### src/rtl/data_memory_pkg.sv
// Shared widths, FSM state encoding and port identifiers for the data memory arbiter.
package data_memory_pkg;
  localparam int unsigned MEM_DATA_W = 64;
  localparam int unsigned MEM_ADDR_W = 10;

  typedef enum logic [1:0] {
    ST_IDLE  = 2'd0,
    ST_OWN_A = 2'd1,
    ST_OWN_B = 2'd2
  } state_t;

  typedef enum logic {
    PORT_A = 1'b0,
    PORT_B = 1'b1
  } port_t;
endpackage

### src/rtl/rr_arbiter_2.sv
// Two-way round-robin tie-break: on contention the port that did not win last gets the grant.
module rr_arbiter_2
  import data_memory_pkg::*;
(
  input  logic [1:0] req,
  input  port_t      rr_last,
  output logic [1:0] gnt
);
  // bit 0 = port A, bit 1 = port B
  always_comb begin
    gnt = req;
    if (req == 2'b11) begin
      gnt = (rr_last == PORT_B) ? 2'b01 : 2'b10;
    end
  end
endmodule

### src/rtl/data_memory_arbiter.sv
// Shares one data memory between the core LSU (port A) and the DMA engine (port B):
// same-cycle grants, round-robin with bounded bursts, registered read return.
module data_memory_arbiter
  import data_memory_pkg::*;
#(
  parameter int unsigned DATA_W    = MEM_DATA_W,
  parameter int unsigned ADDR_W    = MEM_ADDR_W,
  parameter int unsigned MAX_BURST = 4
) (
  input  logic              clk,
  input  logic              rst_n,
  input  logic              a_req,
  input  logic              a_we,
  input  logic [ADDR_W-1:0] a_adr,
  input  logic [DATA_W-1:0] a_wdata,
  output logic              a_gnt,
  output logic              a_rvalid,
  output logic [DATA_W-1:0] a_rdata,
  input  logic              b_req,
  input  logic              b_we,
  input  logic [ADDR_W-1:0] b_adr,
  input  logic [DATA_W-1:0] b_wdata,
  output logic              b_gnt,
  output logic              b_rvalid,
  output logic [DATA_W-1:0] b_rdata,
  output logic [DATA_W-1:0] mem_data_in,
  output logic [ADDR_W-1:0] mem_read_adr,
  output logic [ADDR_W-1:0] mem_write_adr,
  output logic              mem_rd,
  output logic              mem_wr,
  input  logic [DATA_W-1:0] mem_data_out
);
  localparam int unsigned CNT_W = $clog2(MAX_BURST + 1);
  localparam logic [CNT_W-1:0] MAX_CNT = CNT_W'(MAX_BURST);

  state_t           state, state_nx;
  logic [CNT_W-1:0] beat_cnt, beat_nx;
  port_t            rr_last;
  logic [1:0]       tie_gnt;
  logic             win_a, win_b, burst_ok;

  rr_arbiter_2 u_tie (
    .req     ({b_req, a_req}),
    .rr_last (rr_last),
    .gnt     (tie_gnt)
  );

  assign burst_ok = (beat_cnt < MAX_CNT);

  // Owner keeps the grant until its burst is spent, then yields only if the other side waits.
  always_comb begin
    win_a = 1'b0;
    win_b = 1'b0;
    unique case (state)
      ST_OWN_A: begin
        if (a_req && burst_ok) win_a = 1'b1;
        else if (b_req)        win_b = 1'b1;
        else if (a_req)        win_a = 1'b1;
      end
      ST_OWN_B: begin
        if (b_req && burst_ok) win_b = 1'b1;
        else if (a_req)        win_a = 1'b1;
        else if (b_req)        win_b = 1'b1;
      end
      default: {win_b, win_a} = tie_gnt;
    endcase
  end

  always_comb begin
    state_nx = ST_IDLE;
    beat_nx  = '0;
    if (win_a) begin
      state_nx = ST_OWN_A;
      beat_nx  = (state == ST_OWN_A && burst_ok) ? beat_cnt + 1'b1 : CNT_W'(1);
    end else if (win_b) begin
      state_nx = ST_OWN_B;
      beat_nx  = (state == ST_OWN_B && burst_ok) ? beat_cnt + 1'b1 : CNT_W'(1);
    end
  end

  assign a_gnt = win_a & rst_n;
  assign b_gnt = win_b & rst_n;

  always_comb begin
    mem_rd        = 1'b0;
    mem_wr        = 1'b0;
    mem_read_adr  = '0;
    mem_write_adr = '0;
    mem_data_in   = '0;
    if (a_gnt) begin
      if (a_we) begin
        mem_wr        = 1'b1;
        mem_write_adr = a_adr;
        mem_data_in   = a_wdata;
      end else begin
        mem_rd       = 1'b1;
        mem_read_adr = a_adr;
      end
    end else if (b_gnt) begin
      if (b_we) begin
        mem_wr        = 1'b1;
        mem_write_adr = b_adr;
        mem_data_in   = b_wdata;
      end else begin
        mem_rd       = 1'b1;
        mem_read_adr = b_adr;
      end
    end
  end

  always_ff @(posedge clk or negedge rst_n) begin
    if (!rst_n) begin
      state    <= ST_IDLE;
      beat_cnt <= '0;
      rr_last  <= PORT_B;
      a_rvalid <= 1'b0;
      b_rvalid <= 1'b0;
      a_rdata  <= '0;
      b_rdata  <= '0;
    end else begin
      state    <= state_nx;
      beat_cnt <= beat_nx;
      if (win_a)      rr_last <= PORT_A;
      else if (win_b) rr_last <= PORT_B;
      a_rvalid <= a_gnt & ~a_we;
      b_rvalid <= b_gnt & ~b_we;
      if (a_gnt && !a_we) a_rdata <= mem_data_out;
      if (b_gnt && !b_we) b_rdata <= mem_data_out;
    end
  end
endmodule

### config.mk
export PLATFORM = sky130hd
export DESIGN_NAME = data_memory_arbiter
export DESIGN_NICKNAME = d
export VERILOG_FILES = /design/src/rtl/data_memory_pkg.sv /design/src/rtl/rr_arbiter_2.sv /design/src/rtl/data_memory_arbiter.sv
export SDC_FILE = /design/constraint.sdc
export NUM_CORES = 1
export LEC_CHECK = 0
export CAP_MARGIN = 30
export CORE_AREA = 5 5 167 169
export CTS_CLUSTER_DIAMETER = 50
export DETAILED_ROUTE_END_ITERATION = 6
export DIE_AREA = 0 0 172 174
export PLACE_DENSITY = 0.56
export SLEW_MARGIN = 25
export SYNTH_ARGS = -nofsm -noshare
export SYNTH_HDL_FRONTEND = slang
export SYNTH_SLANG_ARGS = --single-unit
### constraint.sdc
create_clock -name clk -period 5.9 [get_ports clk]
set_input_delay 1.18 -clock clk [delete_from_list [all_inputs] [get_ports clk]]
set_output_delay 1.18 -clock clk [all_outputs]
set_load 0.02 [all_outputs]
# [Word level (Yosys, flattened, before mapping)]
# Index checks and enable logic that the tools add are counted.
[word_totals] regBits=136 out_inout_bits=218 elab_cells=67 input_bits=218
[op_classes] eq_ne=3 magnitude_cmp=1 addsub=1 bitwise=6 mux=40 reduce_logical=9
[op_table] op="$mux 64" count=4
[op_table] op="$mux 10" count=8
[op_table] op="$mux 1" count=18
[op_table] op="$mux 3" count=4
[op_table] op="$mux 2" count=4
[op_table] op="$logic_and 1x1->1" count=6
[op_table] op="$and 1x1->1" count=4
[op_table] op="$eq 2x2->1 const B" count=2
[op_table] op="$pmux 1 s2" count=2
[op_table] op="$add 3x1->3 const B" count=1
[op_table] op="$lt 3x3->1 const B" count=1
[op_table] op="$eq 2x1->1 const B" count=1
[op_table] op="$logic_not 1->1" count=2
[op_table] op="$not 1->1" count=2
[op_table] op="$reduce_bool 2->1" count=1

# [Longest topological paths before layout]
[depth] depth_word=7 depth_mapped=8 mapped_depth_nobuf=6

# [Modules after synthesis]
# A second synthesis with hierarchy kept.
[hier_totals] cells_unflattened=534 area_unflattened_um2=6840.3
[by_module_without_submodules] module="data_memory_arbiter" cells_each=531 n_inst=1 area_each_um2=6821.5
[by_module_without_submodules] module="rr_arbiter_2" cells_each=3 n_inst=1 area_each_um2=18.8

# [Least setup slack after synthesis]
# No wires, ideal clock.
[synth_timing] path_type="input -> output" startpoint="input port a_req" endpoint="output port mem_data_in[13]" t_required_ns=4.720 arrival_time_ns=2.560 slack_ns=2.160 path_stages=6 cell_sequence="a21bo_1 a221o_1 a221oi_2 buf_2 buf_4 a22o_1"
[synth_between] elab_chain_cells=6 word_cells_on_any_way=16 cone_classes="eq/ne (1); mux (12); bitwise (2); reduce/logical (1)"
[synth_lines] item="start: declaration" line="data_memory_arbiter.sv:12" source="input logic a_req,"
[synth_lines] item="$eq 2x2->1 (tied with other cells)" line="rr_arbiter_2.sv:12" source="if (req == 2'b11) begin"
[synth_lines] item="$mux 2 (tied with other cells)" line="rr_arbiter_2.sv:12"
[synth_lines] item="$pmux 1 s2 or $mux 1 (tied branches)" line="data_memory_arbiter.sv:54, data_memory_arbiter.sv:56"
[synth_lines] item="$and 1x1->1 or $pmux 1 s2 (tied branches)" line="data_memory_arbiter.sv:82, data_memory_arbiter.sv:54"
[synth_lines] item="$mux 64 or $and 1x1->1 (tied branches)" line="data_memory_arbiter.sv:99, data_memory_arbiter.sv:81"
[synth_lines] item="$mux 64 *" line="data_memory_arbiter.sv:90" source="if (a_gnt) begin"
[synth_lines] item="end: declaration" line="data_memory_arbiter.sv:26" source="output logic [DATA_W-1:0] mem_data_in,"
# Mark *: on every way between the ends. The rest lies on a longest branch, timed or not.

# [Worst setup path in the final report]
[layout_timing] startpoint="input port a_req" endpoint="output port mem_data_in[0]"
# The elaborated chain is that of the path after synthesis.

==> summary.md <==
| Metric | Value |
|---|---|
| Outcome | complete, no violations |
| Routed wire length | 32.4 mm |
| # Post-CTS Setup Buffers | 0 |
| Layout cell share with drive strength beyond 1 | 20.8% |
| Post-route ant nets | 0 |
| Routed vias/inst | 4.65 |
| CP arrival | 3.95 ns |
| Drt drc | 0 |
| Comb power frac | 52.7% |
| Final Slew Violations | 0 |
| Switch share | 37.8% |
| Synth Instances | 424 |
| Hold WC Path Type | reg -> reg |
| Max-cap violations | 0 |
| DP Cell Count | 1177 |
| Synthesis-to-finish area growth | 88.0% |
| CTS buffer count | 17 |
| RSZ-0062 raised after global routing | false |
| Max VDD drop | 321 µV |
| Yosys cell types | 34 |
| Die Footprint | 29900 µm² |
| Clock Skews | 0.0115 ns |
| Vias in the first global route | 5972 |
| Startpoint class of the critical path | primary input |
| Initial antenna violation count | 11 |
| Starting density of the core | 23.1% |
| CTS tree | yes |
| CTS max path bufs | 2 |
| I/O Pins | 436 |
| Setup violators final | 0 |
| Post-synth net total | 645 |
| DR iter-0 viols | 256 |
| Avg Cell Area, Syn | 14.4 µm² |
| Post-synth EDFFs | 0 |
| Num rows | 60 |
| Worst-Margin Slew | 0.845 ns |
| Final Power | 0.00583 W |
| CP required | 4.72 ns |
| Min Tclk post-route | 5.13 ns |
| Yosys reg bits | 136 |
| PortBufs | 435 |
| Die Height | 174 µm |
| H-tree depth | 4 |
| Root Driver | clkbuf_16 |
| Hold Vio Cnt, Final | 0 |
| Post-synthesis instance area | 6120 µm² |
| Gr usage total | 20.8% |
| Clk sinks | 136 |
| Cts repair resizes | 0 |
| GRT overflow | 0 |
| # hold bufs at CTS | 0 |
| Worst setup path class | in -> out |
| Max_slew headroom | 43.5% |
| Psw | 0.00221 W |
| DR WL/cell | 26.6 µm |
| DP HPWL | 26.0 mm |
| Setup_tns | 0 ns |
| Layout net count | 1078 |
| Die W | 172 µm |
| Clk slew on worst S/H paths | 0.06 ns |
| Post-synth ARST share | 100% |
| Element type at the critical path end | primary output |
| Leak | 4.58 nW |
| Seq/Total Area, Yosys | 55.7% |
| Crit-path max FO | 65 |
| Post-synth top flop | dfrtp_1 |
| Synthesis Warnings | 0 |
| Fmax | 195 MHz |
| Worst-skew pair later-pin latency | 0.42 ns |
| Largest net degree at the start of global routing | 78 |
| Period utilization | 86.9% |
| Final Wtd Congestion | 0.850 |
| Core area | 26400 µm² |
| Via count | 5653 |
| Seq pwr share | 27.9% |
| Internal power | 0.00362 W |
| Final Non-Filler Cells | 1217 |
| Router iterations before antenna repair | 5 |
| Power per cell area | 507 nW/µm² |
| Clock power share | 19.4% |
| First-pass GRT wire length | 44.7 mm |
critical path, stage by stage:
cell	delay, ns
clkdlybuf4s50_1	0.50
a21bo_1	0.21
a221o_1	0.43
a221oi_4	0.33
buf_12	0.31
a22o_1	0.28
clkdlybuf4s50_1	0.70
cell type report:
| cell class | instances | area [µm²] |
|---|---|---|
| clock buffer | 17 | 425 |
| fill | 2456 | 14900 |
| timing repair buffer | 447 | 4490 |
| clock inverter | 15 | 196 |
| sequential | 136 | 3400 |
| tap | 341 | 427 |
| antenna | 6 | 15.0 |
| inverter | 5 | 18.8 |
| multi-input combinational | 250 | 2520 |
metrics by stage:
| stage | worst slack [ns] | hold slack (ns) | util [%] | instance area [µm²] |
|---|---|---|---|---|
| floorplan | 2.16 | 0.471 | - | 6120 |
| global placement | 0.772 | 0.488 | 40.9 | 10800 |
| detailed placement | 0.742 | 0.494 | 41.0 | 10800 |
| CTS | 0.722 | 0.508 | 43.3 | 11400 |
| global route | 0.643 | 0.521 | 43.5 | 11500 |
| finish | 0.773 | 0.503 | 43.5 | 11500 |
metal layers:
| layer | track usage [%] | wire length, µm |
|---|---|---|
| met1 | 22.6 | 11600 |
| met5 | 0 | 82 |
| met3 | 8.98 | 3570 |
| met2 | 35.6 | 16100 |
| met4 | 8.12 | 1060 |
power groups by stage:
stage / Clock [W] / Sequential, W / Combinational (W)
after detailed placement: 0 / 0.00164 / 0.00309
after global routing: 0.00121 / 0.00169 / 0.00322
after global placement: 0 / 0.00162 / 0.00309
after CTS: 0.00117 / 0.00163 / 0.00311
after floorplan: 0 / 0.00219 / 0.000931
final: 0.00113 / 0.00163 / 0.00307
registers in the layout, summed over array words and instances, names as in the netlist:
name / count
b_rdata: 64
beat_cnt: 3
b_rvalid: 1
rr_last: 1
a_rdata: 64
a_rvalid: 1
state: 2
cells in the mapped netlist (3+ instances only):
library cell | instances | area, µm²
a22o_1 | 74 | 648
a32o_1 | 12 | 120
buf_2 | 15 | 75.1
buf_4 | 9 | 67.6
buf_6 | 5 | 56.3
clkbuf_1 | 4 | 15.0
dfrtp_1 | 135 | 3380
ha_1 | 3 | 37.5
inv_1 | 5 | 18.8
mux2_2 | 129 | 1450
nand2_1 | 4 | 15.0
nor2_1 | 4 | 15.0
layout by cell type (no fill, tap or decap), types with 2 or more instances in the layout:
cell	n
clkdlybuf4s50_1	434
dfrtp_1	135
mux2_2	129
a22o_1	74
clkbuf_16	17
a32o_1	12
buf_4	8
diode_2	6
inv_6	6
inv_8	6
inv_1	5
nand2_1	4
nor2_1	3
ha_1	3
a21o_1	2
and3b_1	2
bufinv_16	2
buf_6	2
buf_12	2
kinds of logic (layout without fill, tap and decap cells):
| logic type | Yosys count | in the layout | synth area share [%] |
|---|---|---|---|
| flip-flops | 136 | 136 | 55.7 |
| AO/OA/AOI/OAI | 101 | 101 | 14.6 |
| multiplexers | 129 | 129 | 23.8 |
| AND/OR/NAND/NOR | 17 | 17 | 1.55 |
| buffers and inverters | 38 | 484 | 3.81 |
| adder cells (fa/ha/maj) | 3 | 3 | 0.614 |
| other | 0 | 6 | 0 |
final timing paths:
| kind | end | from | slack (ns) | depth (start not counted) |
|---|---|---|---|---|
| worst min-delay path | a_rdata[47] | a_rdata[47] | 0.50 | 1 |
| worst max-delay path | mem_data_in[0] | a_req | 0.77 | 7 |
| min in group asynchronous | beat_cnt[0] | rst_n | 0.56 | 1 |
| worst min register to register | a_rdata[47] | a_rdata[47] | 0.50 | 1 |
| max in group asynchronous | b_rdata[58] | rst_n | 3.73 | 3 |
| worst max register to register | a_rdata[42] | state[0] | 3.10 | 8 |
No activity file was read; power rests on OpenSTA's default activity.
